===== config.mk =====
export PLATFORM = sky130hd
export DESIGN_NAME = regfile_wr_sched
export DESIGN_NICKNAME = d
export VERILOG_FILES = /design/src/rtl/regfile_wr_sched.sv
export SDC_FILE = /design/constraint.sdc
export NUM_CORES = 1
export LEC_CHECK = 0
export BUFFER_PORTS_ARGS = -buffer_cell sky130_fd_sc_hd__buf_2
export CAP_MARGIN = 20
export CORE_UTILIZATION = 46
export CTS_CLUSTER_SIZE = 8
export DETAILED_ROUTE_END_ITERATION = 12
export PLACE_DENSITY = 0.84
export REMOVE_ABC_BUFFERS = 1
export SETUP_SLACK_MARGIN = 0.05
export SYNTH_ARGS = -nofsm -noshare
export SYNTH_HDL_FRONTEND = slang
export SYNTH_SLANG_ARGS = --single-unit

===== constraint.sdc =====
create_clock -name CLK -period 2 [get_ports CLK]
set_input_delay 0.2 -clock CLK [delete_from_list [all_inputs] [get_ports CLK]]
set_output_delay 0.2 -clock CLK [all_outputs]
set_load 0.02 [all_outputs]

===== src/rtl/regfile_wr_sched.sv =====
// Register-file write-port scheduler: round-robin arbitration of n_req writers
// onto one registered write port, plus a lo..hi clear sweep after reset or CLR.
module regfile_wr_sched #(
  parameter int unsigned             addr_width = 5,
  parameter int unsigned             data_width = 32,
  parameter int unsigned             lo         = 0,
  parameter int unsigned             hi         = 31,
  parameter int unsigned             n_req      = 4,
  parameter logic [data_width-1:0]   init_val   = '0
) (
  input  logic                          CLK,
  input  logic                          RST,
  input  logic [n_req-1:0]              REQ_VALID,
  input  logic [n_req*addr_width-1:0]   REQ_ADDR,
  input  logic [n_req*data_width-1:0]   REQ_DATA,
  output logic [n_req-1:0]              REQ_READY,
  input  logic                          CLR,
  output logic                          BUSY,
  output logic [addr_width-1:0]         RF_ADDR_IN,
  output logic [data_width-1:0]         RF_D_IN,
  output logic                          RF_WE,
  output logic                          ERR_ADDR,
  output logic [$clog2(n_req)-1:0]      ERR_IDX
);

  localparam int unsigned CNT_W = addr_width + 1;
  localparam int unsigned IDX_W = $clog2(n_req);

  typedef enum logic {S_CLEAR, S_RUN} state_t;

  state_t                 state, state_n;
  logic [CNT_W-1:0]       cnt, cnt_n;
  logic [IDX_W-1:0]       ptr, ptr_n;
  logic                   we_n, err_n;
  logic [addr_width-1:0]  addr_n;
  logic [data_width-1:0]  d_n;
  logic [IDX_W-1:0]       err_idx_n;

  logic                   any_valid, gnt;
  logic [IDX_W-1:0]       pick, probe;
  logic [addr_width-1:0]  req_addr [n_req];
  logic [data_width-1:0]  req_data [n_req];
  logic [addr_width-1:0]  sel_addr;
  logic [data_width-1:0]  sel_data;
  logic                   below, above, out_of_range;

  for (genvar g = 0; g < n_req; g++) begin : g_unpack
    assign req_addr[g] = REQ_ADDR[g*addr_width +: addr_width];
    assign req_data[g] = REQ_DATA[g*data_width +: data_width];
  end

  // First valid requester at or after ptr, wrapping at n_req-1.
  always_comb begin
    any_valid = 1'b0;
    pick      = '0;
    probe     = '0;
    for (int unsigned k = 0; k < n_req; k++) begin
      probe = IDX_W'((32'(ptr) + k) % n_req);
      if (!any_valid && REQ_VALID[probe]) begin
        any_valid = 1'b1;
        pick      = probe;
      end
    end
  end

  assign gnt       = any_valid && (state == S_RUN) && !CLR;
  assign REQ_READY = gnt ? (n_req'(1) << pick) : '0;
  assign sel_addr  = req_addr[pick];
  assign sel_data  = req_data[pick];
  assign BUSY      = (state == S_CLEAR);

  // Bounds that cover the whole address space reduce to constant-false.
  if (lo == 0) begin : g_lo_zero
    assign below = 1'b0;
  end else begin : g_lo_cmp
    assign below = sel_addr < addr_width'(lo);
  end

  if (hi >= (2 ** addr_width) - 1) begin : g_hi_full
    assign above = 1'b0;
  end else begin : g_hi_cmp
    assign above = sel_addr > addr_width'(hi);
  end

  assign out_of_range = below || above;

  // Next-state and registered-output values.
  always_comb begin
    state_n   = state;
    cnt_n     = cnt;
    ptr_n     = ptr;
    we_n      = 1'b0;
    addr_n    = RF_ADDR_IN;
    d_n       = RF_D_IN;
    err_n     = 1'b0;
    err_idx_n = ERR_IDX;
    unique case (state)
      S_CLEAR: begin
        we_n   = 1'b1;
        addr_n = cnt[addr_width-1:0];
        d_n    = init_val;
        cnt_n  = cnt + CNT_W'(1);
        if (cnt == CNT_W'(hi)) state_n = S_RUN;
      end
      S_RUN: begin
        if (CLR) begin
          state_n = S_CLEAR;
          cnt_n   = CNT_W'(lo);
        end else if (any_valid) begin
          ptr_n = (pick == IDX_W'(n_req - 1)) ? '0 : pick + IDX_W'(1);
          if (out_of_range) begin
            err_n     = 1'b1;
            err_idx_n = pick;
          end else begin
            we_n   = 1'b1;
            addr_n = sel_addr;
            d_n    = sel_data;
          end
        end
      end
      default: begin
        state_n = S_CLEAR;
        cnt_n   = CNT_W'(lo);
      end
    endcase
  end

  always_ff @(posedge CLK or posedge RST) begin
    if (RST) begin
      state      <= S_CLEAR;
      cnt        <= CNT_W'(lo);
      ptr        <= '0;
      RF_WE      <= 1'b0;
      RF_ADDR_IN <= '0;
      RF_D_IN    <= '0;
      ERR_ADDR   <= 1'b0;
      ERR_IDX    <= '0;
    end else begin
      state      <= state_n;
      cnt        <= cnt_n;
      ptr        <= ptr_n;
      RF_WE      <= we_n;
      RF_ADDR_IN <= addr_n;
      RF_D_IN    <= d_n;
      ERR_ADDR   <= err_n;
      ERR_IDX    <= err_idx_n;
    end
  end

endmodule

==> results.cfg <==
[run_status]
status = complete, but fails checks
violations = negative setup slack

[worst_hold_path]
hold_end = cnt[1]
hold_start = CLR
min_path_cells = 2
hold_path_class = primary input to register

[clock_network]
root_buffer = clkbuf_8
cts_buffer_depth = 2
clock-sinks = 47
numCtsBuffers = 5
path_clk_slew_ps = 90
clk_latency_ps = 300
h-tree-depth = 2
cts_tree = yes

[floorplanning]
ios = 201
die_w_um = 91.90
die_y_um = 91.90
fp-row-count = 32
dieArea_um2 = 8445
coreArea_um2 = 7767
start_util_pct = 47.86

[route]
top_layer = met4
vias_per_cell = 6.126
drcViolationCount = 0
wl_met3_um = 1040
met2_length_um = 7064
wl_um = 13680
wl_met1_um = 5223
num_vias = 4172
dr.pass1.iters = 4
routedWlPerCell_um = 20.09
ant_nets = 0
drtIter0Drc = 237

[placed_design]
portBuffers = 197
hpwl_um = 8373
routabilityCongestion = 0.8360
dp_cells = 653

[critical_path]
cp_slowest_cell = dfrtp_1
reg2reg_to = RF_ADDR_IN[4]
critical_path.cell_chain = nand2_1 -> a311oi_4 -> nor2_4 -> buf_12 -> ha_4 -> and2_4 -> buf_6
cp-start-kind = register
r2r_cells = 8
crit_required_ps = 1800
end_kind = primary output
cp_slowest_stage_delay_ps = 410
r2r_start = ptr[0]
crit_fanout = 11
crit_arrival_ps = 1850
critical_path_class = register to primary output
reg2reg_slack_ps = -10

[logic_synthesis]
synth_top_cell_area_share_pct = 31.64
synthAdderAreaFrac_pct = 1.683
netlist_instances = 380
synthTopCellsByArea = dfrtp_1, o41ai_2, a211oi_2
ys_types = 41
yosys_register_bits = 47
yosys_most_used_dff = dfrtp_1
synth_area_leader_cell = dfrtp_1
synth_compound_area_share_pct = 31.64
synth_area_um2 = 3717
postSynth.asyncResetShare_pct = 100.0
syn_area_per_cell_um2 = 9.782
post_synth_mux_area_share_pct = 0
synthSimpleGateAreaFrac_pct = 26.22
synth_top_family_by_area = compound AO/OA/AOI/OAI gates
synth_edf_count = 0
yosysSeqAreaShare_pct = 31.64
ys_warn_count = 0
synth_xor_area_share_pct = 0.2356

[layout]
drive_gt1_share_pct = 59.24
n_antenna_cell = 0
area_delta_synth_final_pct = 47.49
fin_nets = 738
fin_cells = 681

[pwr]
p_per_area_nw_per_um2 = 983.4
leakagePower_nw = 2.546
totalPowerFinal_w = 0.005392
ir_drop_uv = 549.1

[sta]
clock_skew_ps = 9.199
worst_slack_ps = -49.87
grt_setup_unrepaired = yes
slew_violations = 0
final-setup-viol-count = 5
worst_slew_pin_slew_ps = 506.0
min_period_ps = 2050
min_period_over_period_pct = 102.5
slew_headroom_pct = 65.79
finalHoldViolations = 0
max_freq_mhz = 487.8
fin_hold_ws_ps = 153.3
fin_setup_tns_ps = -146.1

[global_routing]
grt_pass1_vias = 4203
grtUsageTotal_pct = 30.09
grt_max_degree = 48
grt_antenna_before_repair = 0
grt_pass1_wl_um = 20200
overflow = 0

[run]
timing.max_cap.violations = 0
==> what timing repair did <==
action                                  CTS  global route
endpoints found under the setup margin    5            41
pin swaps                                 7            10
gates resized for setup                  26            31
hold endpoints to repair                 47             0
cloned                                    3             2
buffers inserted                          8             6
hold buffers                              1             0
==> worst max-delay path: cells and delay by family, from the launching register on <==
family,cells,cell delay (ps)
adder cells (fa/ha/maj),1,160
AO/OA/AOI/OAI,1,320
AND/OR/NAND/NOR,3,370
flip-flops,1,410
buffers and inverters,2,290
==> kinds of logic after synthesis <==
group / after synthesis
buffers and inverters: 54
adders and majority gates: 5
xor gates and xnor gates: 1
DFF: 47
AOI/OAI and AO/OA: 97
other: 1
and+or+nand+nor: 175
==> where the power goes <==
part | total (W) | switching, W | internal, W
registers | 0.00127 | 0.000161 | 0.00111
logic | 0.00355 | 0.00202 | 0.00153
clock network | 0.000566 | 0.000320 | 0.000246
total | 0.00539 | 0.00250 | 0.00289
==> sequential cells by signal, summed over array words and instances (netlist names) <==
name        count
cnt             6
RF_WE           1
state           1
ptr             2
RF_ADDR_IN      5
RF_D_IN        32
==> cell type report <==
type	instances	area (um^2)
Timing Repair Buffer	235	1560
Inverter	8	35.03
Fill cell	582	2285
Clock inverter	1	5.005
Multi-Input combinational cell	281	2502
Clock buffer	7	76.32
Sequential cell	47	1176
Tap cell	102	127.6
==> per-layer routing <==
| layer | vias to the layer above | global-route usage (%) |
|---|---|---|
| met1 | 2021 | 35.95 |
| met5 | - | 0 |
| met3 | 37 | 4.229 |
| met2 | 257 | 53.79 |
| met4 | 0 | 12.63 |
| li1 | 1857 | - |
==> Yosys cell counts, drive strengths merged (2+ instances only) <==
master / number
ha: 5
inv: 7
nor2b: 2
nor2: 11
nor3: 73
a211oi: 36
a22oi: 3
nor4b: 36
a22o: 2
and2: 4
o41ai: 37
nand2: 41
dfrtp: 47
nand3: 2
buf: 33
clkbuf: 13
a21oi: 3
nand2b: 3
o2111a: 2
o21ai: 7
==> worst max-delay path by stage <==
stage | start | end | slack, ps | depth (start not counted)
floorplan | ptr[0] | RF_ADDR_IN[0] | -2610 | 6
global placement | REQ_VALID[2] | REQ_READY[3] | 180 | 8
detailed placement | ptr[0] | RF_D_IN[7] | 40 | 7
CTS | ptr[0] | REQ_READY[0] | -30 | 7
global route | ptr[1] | REQ_READY[2] | -110 | 7
finish | ptr[1] | REQ_READY[2] | -50 | 7
==> layout by cell type, fill, tap and decap left out, types with 4 or more instances in the layout <==
| cell | instances |
|---|---|
| nor3_2 | 5 |
| nor4b_1 | 31 |
| inv_1 | 4 |
| buf_2 | 193 |
| nor4b_2 | 5 |
| nor2_1 | 8 |
| a211oi_4 | 5 |
| o21ai_0 | 7 |
| nand2_1 | 41 |
| and2_4 | 4 |
| ha_4 | 4 |
| buf_12 | 12 |
| nor3_1 | 67 |
| o41ai_2 | 36 |
| clkbuf_8 | 5 |
| a211oi_2 | 30 |
| buf_6 | 5 |
| dfrtp_1 | 47 |
| buf_4 | 18 |
==> per-stage QoR <==
stage,setup slack (ps),cell area (um^2),utilization (%)
floorplan,-2613,3440,-
global placement,178.1,4868,62.68
detailed placement,35.77,4868,62.68
CTS,-33.67,5207,67.04
global route,-106.7,5483,70.59
finish,-49.87,5483,70.59
Note: power is estimated with default switching activity, not from simulation.
